==> src/rtl/guess_pkg.sv <==
// guess_pkg: shared types for the guess-the-number game controller.
//   state_t   - controller state encoding (also driven on the 'state' port)
//   bcd_t     - one BCD digit
//   sm_to_int - signed-magnitude two-digit BCD to a signed binary value
package guess_pkg;

  typedef enum logic [2:0] {
    IDLE  = 3'd0,
    ARM   = 3'd1,
    PLAY  = 3'd2,
    CHECK = 3'd3,
    WIN   = 3'd4,
    LOSE  = 3'd5
  } state_t;

  typedef logic [3:0] bcd_t;

  localparam bcd_t BCD_NINE = 4'd9;

  // Only meaningful for valid digits (0..9); -0 and +0 both give 0.
  function automatic logic signed [7:0] sm_to_int(input logic neg,
                                                 input bcd_t tens,
                                                 input bcd_t ones);
    logic [7:0] mag;
    mag = {4'b0, tens} * 8'd10 + {4'b0, ones};
    return neg ? -$signed(mag) : $signed(mag);
  endfunction

endpackage

==> src/rtl/button_debounce.sv <==
// button_debounce: 2-FF synchronizer, debounce counter and press-pulse
// generator for one active-low pushbutton.
//   clk, rst_n - clock, asynchronous active-low reset
//   btn_n      - raw active-low button, asynchronous to clk
//   press      - one-cycle pulse per accepted press
// A press is accepted after DEBOUNCE_CYCLES consecutive low synchronized
// samples; the detector then re-arms only after DEBOUNCE_CYCLES consecutive
// high samples, so one press gives exactly one pulse.
module button_debounce #(
  parameter int unsigned DEBOUNCE_CYCLES = 250000
) (
  input  logic clk,
  input  logic rst_n,
  input  logic btn_n,
  output logic press
);

  localparam int unsigned CW = (DEBOUNCE_CYCLES > 1) ? $clog2(DEBOUNCE_CYCLES) : 1;
  localparam logic [CW-1:0] CNT_LAST = CW'(DEBOUNCE_CYCLES - 1);

  logic          sync1_q, sync1_d;
  logic          sync2_q, sync2_d;
  logic [CW-1:0] cnt_q, cnt_d;
  logic          armed_q, armed_d;
  logic          press_q, press_d;

  always_comb begin
    sync1_d = btn_n;
    sync2_d = sync1_q;
    cnt_d   = cnt_q;
    armed_d = armed_q;
    press_d = 1'b0;
    // armed: counting low samples toward a press; disarmed: counting high
    // samples toward release. Any sample of the other level restarts.
    if (armed_q == sync2_q) begin
      cnt_d = '0;
    end else if (cnt_q == CNT_LAST) begin
      cnt_d   = '0;
      armed_d = ~armed_q;
      press_d = armed_q;
    end else begin
      cnt_d = cnt_q + CW'(1);
    end
  end

  always_ff @(posedge clk or negedge rst_n) begin
    if (!rst_n) begin
      sync1_q <= 1'b1;
      sync2_q <= 1'b1;
      cnt_q   <= '0;
      armed_q <= 1'b1;
      press_q <= 1'b0;
    end else begin
      sync1_q <= sync1_d;
      sync2_q <= sync2_d;
      cnt_q   <= cnt_d;
      armed_q <= armed_d;
      press_q <= press_d;
    end
  end

  assign press = press_q;

endmodule

==> src/rtl/guess_game_sequencer.sv <==
// guess_game_sequencer: central controller for the guess-the-number game.
// Debounces Start/Guess, latches the random target, scores guesses,
// keeps a BCD guess count and produces hint/result signals.
// Ports:
//   Clock, Reset (async active-low)
//   Start_button, Guess_button - raw active-low pushbuttons
//   switch[8:0]  - guess: [8] sign, [7:4] tens, [3:0] ones ([9] ignored)
//   rdm_*        - free-running random target
//   state        - controller state (guess_pkg::state_t encoding)
//   tgt_*        - latched target (-0 stored as +0)
//   count_*      - BCD count of valid guesses, saturating at 99
//   hint_high/hint_low - last valid guess below/above target
//   invalid      - last guess had a digit above 9
// Build option: define GUESS_LIMIT_EN to end the game in LOSE once
// MAX_GUESSES valid non-matching guesses have been taken.
module guess_game_sequencer #(
  parameter int unsigned DEBOUNCE_CYCLES = 250000,
  parameter int unsigned MAX_GUESSES     = 10
) (
  input  logic       Clock,
  input  logic       Reset,
  input  logic       Start_button,
  input  logic       Guess_button,
  input  logic [9:0] switch,
  input  logic       rdm_neg,
  input  logic [3:0] rdm_tens,
  input  logic [3:0] rdm_ones,
  output logic [2:0] state,
  output logic       tgt_neg,
  output logic [3:0] tgt_tens,
  output logic [3:0] tgt_ones,
  output logic [3:0] count_tens,
  output logic [3:0] count_ones,
  output logic       hint_high,
  output logic       hint_low,
  output logic       invalid
);
  import guess_pkg::*;

  if (MAX_GUESSES < 1 || MAX_GUESSES > 99) begin : g_bad_max_guesses
    $error("MAX_GUESSES must be in 1..99");
  end

  logic start_p, guess_p;

  button_debounce #(.DEBOUNCE_CYCLES(DEBOUNCE_CYCLES)) u_start_db (
    .clk   (Clock),
    .rst_n (Reset),
    .btn_n (Start_button),
    .press (start_p)
  );

  button_debounce #(.DEBOUNCE_CYCLES(DEBOUNCE_CYCLES)) u_guess_db (
    .clk   (Clock),
    .rst_n (Reset),
    .btn_n (Guess_button),
    .press (guess_p)
  );

  state_t state_q, state_d;
  logic   tgt_neg_q, tgt_neg_d;
  bcd_t   tgt_tens_q, tgt_tens_d;
  bcd_t   tgt_ones_q, tgt_ones_d;
  logic   g_neg_q, g_neg_d;
  bcd_t   g_tens_q, g_tens_d;
  bcd_t   g_ones_q, g_ones_d;
  bcd_t   cnt_tens_q, cnt_tens_d;
  bcd_t   cnt_ones_q, cnt_ones_d;
  logic   hint_high_q, hint_high_d;
  logic   hint_low_q, hint_low_d;
  logic   invalid_q, invalid_d;

  // Scoring of the registered guess
  logic              guess_bad, guess_eq, guess_lt, limit_hit;
  logic signed [7:0] guess_val, tgt_val;
  bcd_t              inc_tens, inc_ones;

  always_comb begin
    guess_bad = (g_tens_q > BCD_NINE) || (g_ones_q > BCD_NINE);
    guess_val = sm_to_int(g_neg_q, g_tens_q, g_ones_q);
    tgt_val   = sm_to_int(tgt_neg_q, tgt_tens_q, tgt_ones_q);
    guess_eq  = (guess_val == tgt_val);
    guess_lt  = (guess_val < tgt_val);
  end

  // BCD ripple increment, saturating at 99
  always_comb begin
    inc_tens = cnt_tens_q;
    inc_ones = cnt_ones_q;
    if (!(cnt_tens_q == BCD_NINE && cnt_ones_q == BCD_NINE)) begin
      if (cnt_ones_q == BCD_NINE) begin
        inc_ones = '0;
        inc_tens = cnt_tens_q + 4'd1;
      end else begin
        inc_ones = cnt_ones_q + 4'd1;
      end
    end
  end

`ifdef GUESS_LIMIT_EN
  always_comb begin
    limit_hit = ((int'(inc_tens) * 10 + int'(inc_ones)) == int'(MAX_GUESSES));
  end
`else
  always_comb begin
    limit_hit = 1'b0;
  end
`endif

  // State register
  always_ff @(posedge Clock or negedge Reset) begin
    if (!Reset) state_q <= IDLE;
    else        state_q <= state_d;
  end

  // Next-state logic; start has priority over guess in PLAY
  always_comb begin
    state_d = state_q;
    unique case (state_q)
      IDLE, WIN, LOSE: if (start_p) state_d = ARM;
      ARM:             state_d = PLAY;
      PLAY: begin
        if (start_p)      state_d = ARM;
        else if (guess_p) state_d = CHECK;
      end
      CHECK: begin
        if (guess_bad)      state_d = PLAY;
        else if (guess_eq)  state_d = WIN;
        else if (limit_hit) state_d = LOSE;
        else                state_d = PLAY;
      end
      default: state_d = IDLE;
    endcase
  end

  // Datapath updates driven by the current state
  always_comb begin
    tgt_neg_d   = tgt_neg_q;
    tgt_tens_d  = tgt_tens_q;
    tgt_ones_d  = tgt_ones_q;
    g_neg_d     = g_neg_q;
    g_tens_d    = g_tens_q;
    g_ones_d    = g_ones_q;
    cnt_tens_d  = cnt_tens_q;
    cnt_ones_d  = cnt_ones_q;
    hint_high_d = hint_high_q;
    hint_low_d  = hint_low_q;
    invalid_d   = invalid_q;
    unique case (state_q)
      ARM: begin
        tgt_neg_d   = rdm_neg && (rdm_tens != '0 || rdm_ones != '0);
        tgt_tens_d  = rdm_tens;
        tgt_ones_d  = rdm_ones;
        cnt_tens_d  = '0;
        cnt_ones_d  = '0;
        hint_high_d = 1'b0;
        hint_low_d  = 1'b0;
        invalid_d   = 1'b0;
      end
      PLAY: begin
        if (guess_p && !start_p) begin
          g_neg_d  = switch[8];
          g_tens_d = switch[7:4];
          g_ones_d = switch[3:0];
        end
      end
      CHECK: begin
        if (guess_bad) begin
          invalid_d = 1'b1;
        end else begin
          invalid_d   = 1'b0;
          cnt_tens_d  = inc_tens;
          cnt_ones_d  = inc_ones;
          hint_high_d = !guess_eq && guess_lt;
          hint_low_d  = !guess_eq && !guess_lt;
        end
      end
      default: ;
    endcase
  end

  always_ff @(posedge Clock or negedge Reset) begin
    if (!Reset) begin
      tgt_neg_q   <= 1'b0;
      tgt_tens_q  <= '0;
      tgt_ones_q  <= '0;
      g_neg_q     <= 1'b0;
      g_tens_q    <= '0;
      g_ones_q    <= '0;
      cnt_tens_q  <= '0;
      cnt_ones_q  <= '0;
      hint_high_q <= 1'b0;
      hint_low_q  <= 1'b0;
      invalid_q   <= 1'b0;
    end else begin
      tgt_neg_q   <= tgt_neg_d;
      tgt_tens_q  <= tgt_tens_d;
      tgt_ones_q  <= tgt_ones_d;
      g_neg_q     <= g_neg_d;
      g_tens_q    <= g_tens_d;
      g_ones_q    <= g_ones_d;
      cnt_tens_q  <= cnt_tens_d;
      cnt_ones_q  <= cnt_ones_d;
      hint_high_q <= hint_high_d;
      hint_low_q  <= hint_low_d;
      invalid_q   <= invalid_d;
    end
  end

  assign state      = state_q;
  assign tgt_neg    = tgt_neg_q;
  assign tgt_tens   = tgt_tens_q;
  assign tgt_ones   = tgt_ones_q;
  assign count_tens = cnt_tens_q;
  assign count_ones = cnt_ones_q;
  assign hint_high  = hint_high_q;
  assign hint_low   = hint_low_q;
  assign invalid    = invalid_q;

endmodule

==> config.mk <==
export PLATFORM = sky130hd
export DESIGN_NAME = guess_game_sequencer
export DESIGN_NICKNAME = d
export VERILOG_FILES = /design/src/rtl/guess_pkg.sv /design/src/rtl/button_debounce.sv /design/src/rtl/guess_game_sequencer.sv
export SDC_FILE = /design/constraint.sdc
export NUM_CORES = 1
export LEC_CHECK = 0
export ABC_AREA = 0
export BUFFER_PORTS_ARGS = -buffer_cell sky130_fd_sc_hd__buf_2
export CAP_MARGIN = 25
export CORE_ASPECT_RATIO = 0.8
export CORE_MARGIN = 10
export CORE_UTILIZATION = 55
export DETAILED_ROUTE_END_ITERATION = 6
export PLACE_DENSITY = 0.75
export SYNTH_ARGS = -nofsm -noshare
export SYNTH_HDL_FRONTEND = slang
export SYNTH_SLANG_ARGS = --single-unit
export TNS_END_PERCENT = 100
==> constraint.sdc <==
create_clock -name Clock -period 9.2 [get_ports Clock]
set_input_delay 0.46 -clock Clock [delete_from_list [all_inputs] [get_ports Clock]]
set_output_delay 0.46 -clock Clock [all_outputs]
set_load 0.02 [all_outputs]
## After elaboration in Yosys (flattened, before gate mapping)

Cells that the tools add are included.

| storage, ports and cells | value |
|---|---|
| flip-flop bits (word level) | 76 |
| latch bits | 0 |
| memory bits (writable) | 0 |
| bits in read-only memories | 0 |
| bits of input ports | 23 |
| output and inout bits | 23 |
| word-level logic and storage cells | 108 |
| memories kept | 0 |

| cells by class | value |
|---|---|
| add/sub/neg operators | 8 |
| $mul | 2 |
| divide/modulo/power cells | 0 |
| magnitude comparators | 3 |
| equality and inequality tests | 17 |
| shifts and indexed selects | 0 |
| muxes and demuxes | 30 |
| bitwise operators | 4 |
| reductions and logical operators | 22 |

Operator list:

| cell | number |
|---|---|
| two-way mux 18 bit | 4 |
| adder 18 x 1 -> 18 bit, second input constant | 2 |
| equality test 18 bit, second input constant | 2 |
| two-way mux 4 bit | 6 |
| adder 8 x 4 -> 8 bit | 2 |
| two-way mux 8 bit | 2 |
| negation 8 bit | 2 |
| one-hot mux 4 bit (2 select lines) | 2 |
| two-way mux 3 bit | 5 |
| multiplier 4 x 3 -> 7 bit, second input constant | 2 |
| one-hot mux 3 bit (4 select lines) | 1 |
| AND reduction 2 bit | 5 |
| adder 4 x 1 -> 4 bit, second input constant | 2 |
| equality test 4 bit, second input constant | 2 |
| equality test 8 bit | 1 |
| > comparator 4 bit, second input constant | 2 |
| less-than comparator 8 bit | 1 |
| nonzero test 4 bit | 2 |
| two-way mux 1 bit | 7 |
| equality test 3 x 2 -> 1 bit, second input constant | 2 |
| equality test 3 bit, second input constant | 2 |
| inequality test 2 bit, second input constant | 3 |
| one-hot mux 1 bit (2 select lines) | 3 |
| logical AND 1 bit | 5 |
| 12 further kinds | 19 |

## Depth between registers and ports, before layout

| logic depth | value |
|---|---|
| depth in word-level cells | 9 |
| gate-level depth with buffers | 14 |
| depth with buffers taken out | 14 |

## Hierarchy

Synthesis repeated with hierarchy kept, for this count alone.

| unflattened totals | value |
|---|---|
| cell total of the unflattened synthesis | 461 |
| area, all modules | 4683.2 sq um |

Modules (own cells, without submodules):

| module | times used | cells an instance | area each (sq um) | sequential area each (sq um) |
|---|---|---|---|---|
| guess_game_sequencer | 1 | 261 | 2556.2 | 800.8 |
| button_debounce | 2 | 100 | 1063.5 | 554.3 |

## Least setup slack after synthesis

Ideal clock, no wire load.

| timing | value |
|---|---|
| path kind | register to register |
| start point | register g_tens_q[1] |
| end point | register hint_low_q, in the netlist hint_low |
| setup time | 0.120 ns |
| arrival | 3.520 ns |
| required time | 9.080 ns |
| path slack | 5.560 ns |
| stages on the path, launching flop included | 14 |
| buffers on the path | 0 |
| cells stage by stage | dfrtp_1 -> ha_1 -> ha_1 -> fa_1 -> nand2_2 -> or4_2 -> nand2_1 -> a22oi_1 -> xor2_1 -> ha_1 -> inv_1 -> a2111o_1 -> a2bb2oi_1 -> a31o_2 |

| on the way | value |
|---|---|
| longest elaborated chain between the ends | 9 |
| elaborated cells between the ends (all ways) | 15 |

RTL lines:

| what | RTL line | RTL |
|---|---|---|
| from (decl) | guess_game_sequencer.sv:65 | `bcd_t g_tens_q, g_tens_d;` |
| from (signal assigned) | guess_game_sequencer.sv:200 | `g_tens_q <= g_tens_d;` |
| multiplier 4 x 3 -> 7 bit | guess_pkg.sv:25 | `mag = {4'b0, tens} * 8'd10 + {4'b0, ones};` |
| adder 8 x 4 -> 8 bit | guess_pkg.sv:25 |  |
| negation 8 bit | guess_pkg.sv:26 | `return neg ? -$signed(mag) : $signed(mag);` |
| two-way mux 8 bit | guess_pkg.sv:26 |  |
| less-than comparator 8 bit or equality test 8 bit (tied branches) | guess_game_sequencer.sv:83, guess_game_sequencer.sv:82 |  |
| logical NOT 1 bit | guess_game_sequencer.sv:175 | `hint_low_d = !guess_eq && !guess_lt;` |
| logical AND 1 bit | guess_game_sequencer.sv:175 |  |
| two-way mux 1 bit | guess_game_sequencer.sv:168 | `if (guess_bad) begin` |
| one-hot mux 1 bit (2 select lines) | guess_game_sequencer.sv:149 | `unique case (state_q)` |
| to (signal assigned) | guess_game_sequencer.sv:205 | `hint_low_q <= hint_low_d;` |
| to (decl) | guess_game_sequencer.sv:70 | `logic hint_low_q, hint_low_d;` |

Several ways; a longest one is shown, not always the timed one. The select of a mux whose other input is x is not followed.
A chain may end at the register's enable or synchronous reset.

## Final worst setup path

Ends and elaborated chain as after synthesis.

==> flow_summary.yaml <==
run_status:
  status: "complete, no violations"
clock_tree:
  clkLatencyLatePin_ns: 0.34
  cts_resized: 0
  root_buffer: "clkbuf_8"
  cts.hold.buffers_added: 0
  clk_pin_slew_worst_paths_ns: 0.08
  cts_tree: "built"
  cts_max_path_buffers: 2
  numClockSinks: 76
  cts_setup_buffers: 0
  h-tree-depth: 3
  cts_inserted_buffers: 9
timing:
  slew_violations: 0
  rsz0062_at_grt: "no"
  fmax_mhz: 258
  finalClockSkew_ns: 0.00833
  setup_viol: 0
  hold_viol: 0
  fin_crit_sh_pct: 42.1
  setup_ws_ns: 5.33
  min_period_ns: 3.87
  tightest_slew_ns: 0.933
  slew_headroom_pct: 37.8
  fin_setup_tns_ns: 0
route:
  via_per_inst: 5.36
  drt_iter0_drc: 145
  vias: 3189
  drc: 0
  dr.pass1.iters: 4
  wirelength_um: 8580
  wl_per_cell_um: 14.4
  antenna_left: 0
power:
  p_clk_share_pct: 34.7
  netSwitchingFraction_pct: 26.3
  powerDensity_mw_per_mm2: 128
  p_leak_nw: 2.29
  p_sw_w: 0.000166
  peakVddDrop_mv: 0.109
  pwr-share-comb_pct: 10.6
  seq_power_share_pct: 54.7
  intPower_w: 0.000465
placed_design:
  placed_area_mm2: 0.00475
  place_hpwl_um: 6540
  gp_congestion: 0.818
  port_buffers: 44
  pre_cts_ws_ns: 5.32
cells_and_area:
  nets: 541
  layout-drive-gt1-share_pct: 20.1
  syn_to_final_growth_pct: 11.2
  fin_area_mm2: 0.00492
  insertedDiodeCount: 0
  final_util_pct: 62.5
yosys:
  netlist_instances: 433
  yosysWarnings: 0
  synth_edf_count: 0
  seq_area_frac_synth_pct: 43.2
  synthArstFlopShare_pct: 100
  netlist_area_mm2: 0.00442
  synthDistinctLibCells: 51
  synth.avg_cell_area_um2: 10.2
  yosys_most_used_dff: "dfrtp_1"
  synth.net_count: 492
  synth_seq_cells: 76
hold_path:
  min_path_type: "in2reg"
  hold_end: "u_guess_db.sync1_q$_DFF_PN1_"
  hp-start: "Guess_button"
  hold_depth: 1
setup_path:
  cp_slowest_cell: "or4_2"
  crit_required_ns: 9.43
  worstPathArrival_ns: 4.10
  reg2reg_from: "g_tens_q[1]$_DFFE_PN0P_"
  worstPathCellList: "ha_1 > ha_1 > fa_1 > nand2_2 > or4_2 > nand2_1 > a22oi_1 > xor2_1 > ha_1 > inv_1 > a2111o_1 > a2bb2oi_1 > a31o_2"
  reg2reg_setup_slack_ns: 5.33
  cpPeakStageDelay_ns: 0.64
  reg2regPathDepth: 13
  critical_path.max_fanout: 5
  worst_setup_path_start_kind: "register"
  cp-end-kind: "register"
  reg2reg_to: "hint_low$_DFFE_PN0P_"
  path_common_cell: "ha_1"
  path_class: "reg2reg"
floorplanning:
  io_pins: 46
  dieHeight_um: 100
  start_util_pct: 56.2
  die_w_um: 120
  rows: 29
  dieArea_mm2: 0.0120
  coreArea_mm2: 0.00787
job:
  max_cap_viol_count: 0
grt:
  grt_max_degree: 77
  grt_first_pass_wirelength_um: 14800
  overflow: 0
  grt_usage_pct: 14.6
  antenna_found_initial: 0
  grt_pass1_vias: 3250
[how the worst max path moves through the flow]
stage,from,end,slack (ns),cells past startpoint
5_1_grt,g_tens_q[3]$_DFFE_PN0P_,hint_low$_DFFE_PN0P_,5.07,13
3_3_place_gp,g_tens_q[3]$_DFFE_PN0P_,hint_low$_DFFE_PN0P_,5.42,13
3_5_place_dp,g_tens_q[1]$_DFFE_PN0P_,hint_low$_DFFE_PN0P_,5.32,13
2_1_floorplan,g_tens_q[1]$_DFFE_PN0P_,hint_low$_DFFE_PN0P_,5.56,13
4_1_cts,g_tens_q[1]$_DFFE_PN0P_,hint_low$_DFFE_PN0P_,5.29,13
6_report,g_tens_q[1]$_DFFE_PN0P_,hint_low$_DFFE_PN0P_,5.33,13
[logic make-up (layout without fill, tap and decap cells)]
kind of cell	after synthesis	count (layout)	share of synthesized area [%]
DFF	76	76	43.2
adders and majority gates	36	36	10.9
AOI/OAI and AO/OA	48	48	7.98
and+or+nand+nor	173	173	19.3
muxes	19	19	4.81
buffers and inverters	21	75	1.98
xor gates and xnor gates	60	60	11.9
[synth_stat cells, types with 2 or more instances]
master	instances	area share [%]
a211oi_2	2	0.57
a21o_1	2	0.34
a21oi_1	6	0.68
a22oi_1	2	0.34
a31o_2	4	0.79
and3_1	8	1.1
and4_1	2	0.40
buf_2	4	0.45
dfrtp_1	70	40
dfstp_2	6	3.6
fa_1	4	1.8
ha_1	32	9.1
inv_1	15	1.3
mux2_2	18	4.6
nand2_1	33	2.8
nand2b_1	3	0.42
nand3_1	16	1.8
nand3b_1	3	0.51
nand4_1	10	1.4
nor2_1	61	5.2
nor2b_1	3	0.42
nor3_1	10	1.1
nor3_2	2	0.45
nor3b_1	4	0.68
nor4_1	7	0.99
o21ai_0	14	1.6
o31ai_1	7	1.2
o32ai_1	2	0.40
o41ai_2	2	0.74
or4_1	2	0.34
xnor2_1	42	8.3
xor2_1	18	3.6
[critical path, delay by kind of cell, from the launching register on]
family | cells | cell delay, ns
AO/OA/AOI/OAI | 4 | 0.85
buffers and inverters | 1 | 0.05
AND/OR/NAND/NOR | 3 | 0.81
adder cells (fa/ha/maj) | 4 | 1.41
XOR/XNOR | 1 | 0.18
flip-flops | 1 | 0.46
[placed cells by master (no fill, tap or decap), drive strengths merged, types with 12 or more instances in the layout]
cell type	count
buf	44
dfrtp	70
ha	32
inv	15
mux2	18
nand2	34
nand3	16
nor2	61
nor3	12
o21ai	14
xnor2	42
xor2	18
[area by class of cell]
| cell class | instances | area [um2] |
|---|---|---|
| clock buffer | 10 | 128 |
| clock inverter | 6 | 41.3 |
| fill | 676 | 2960 |
| inverter | 15 | 56.3 |
| multi-input combinational | 336 | 2420 |
| sequential | 76 | 1910 |
| tap | 108 | 135 |
| timing repair buffer | 44 | 223 |
[routing by layer]
metal	vias up	part of all wire [%]	global-route usage, %
li1	1614	-	-
met1	1536	46	18.6
met2	29	50	24.6
met3	10	3.1	2.97
met4	0	1.2	4.72
met5	-	0	0
[state kept, by name, summed over array words and instances (netlist names), 3 cells and up]
signal	flops
count_ones	4
g_ones_q	4
u_start_db.cnt_q	18
state	3
count_tens	4
u_guess_db.cnt_q	18
tgt_tens	4
tgt_ones	4
g_tens_q	4
[power by group through the flow]
stage	sequential (W)	combinational (W)	clock [W]
3_5_place_dp	0.000351	0.0000677	0
6_report	0.000345	0.0000667	0.000219
2_1_floorplan	0.000350	0.0000470	0
5_1_grt	0.000346	0.0000770	0.000237
3_3_place_gp	0.000351	0.0000645	0
4_1_cts	0.000345	0.0000681	0.000225
[stage by stage]
| stage | hold WS [ns] | cells | power [W] |
|---|---|---|---|
| 2_1_floorplan | 0.164 | 433 | 0.000397 |
| 3_3_place_gp | 0.345 | 579 | 0.000415 |
| 3_5_place_dp | 0.351 | 579 | 0.000419 |
| 4_1_cts | 0.209 | 595 | 0.000638 |
| 5_1_grt | 0.209 | 595 | 0.000660 |
| 6_report | 0.215 | 595 | 0.000631 |
No activity file was read; power rests on OpenSTA's default activity.
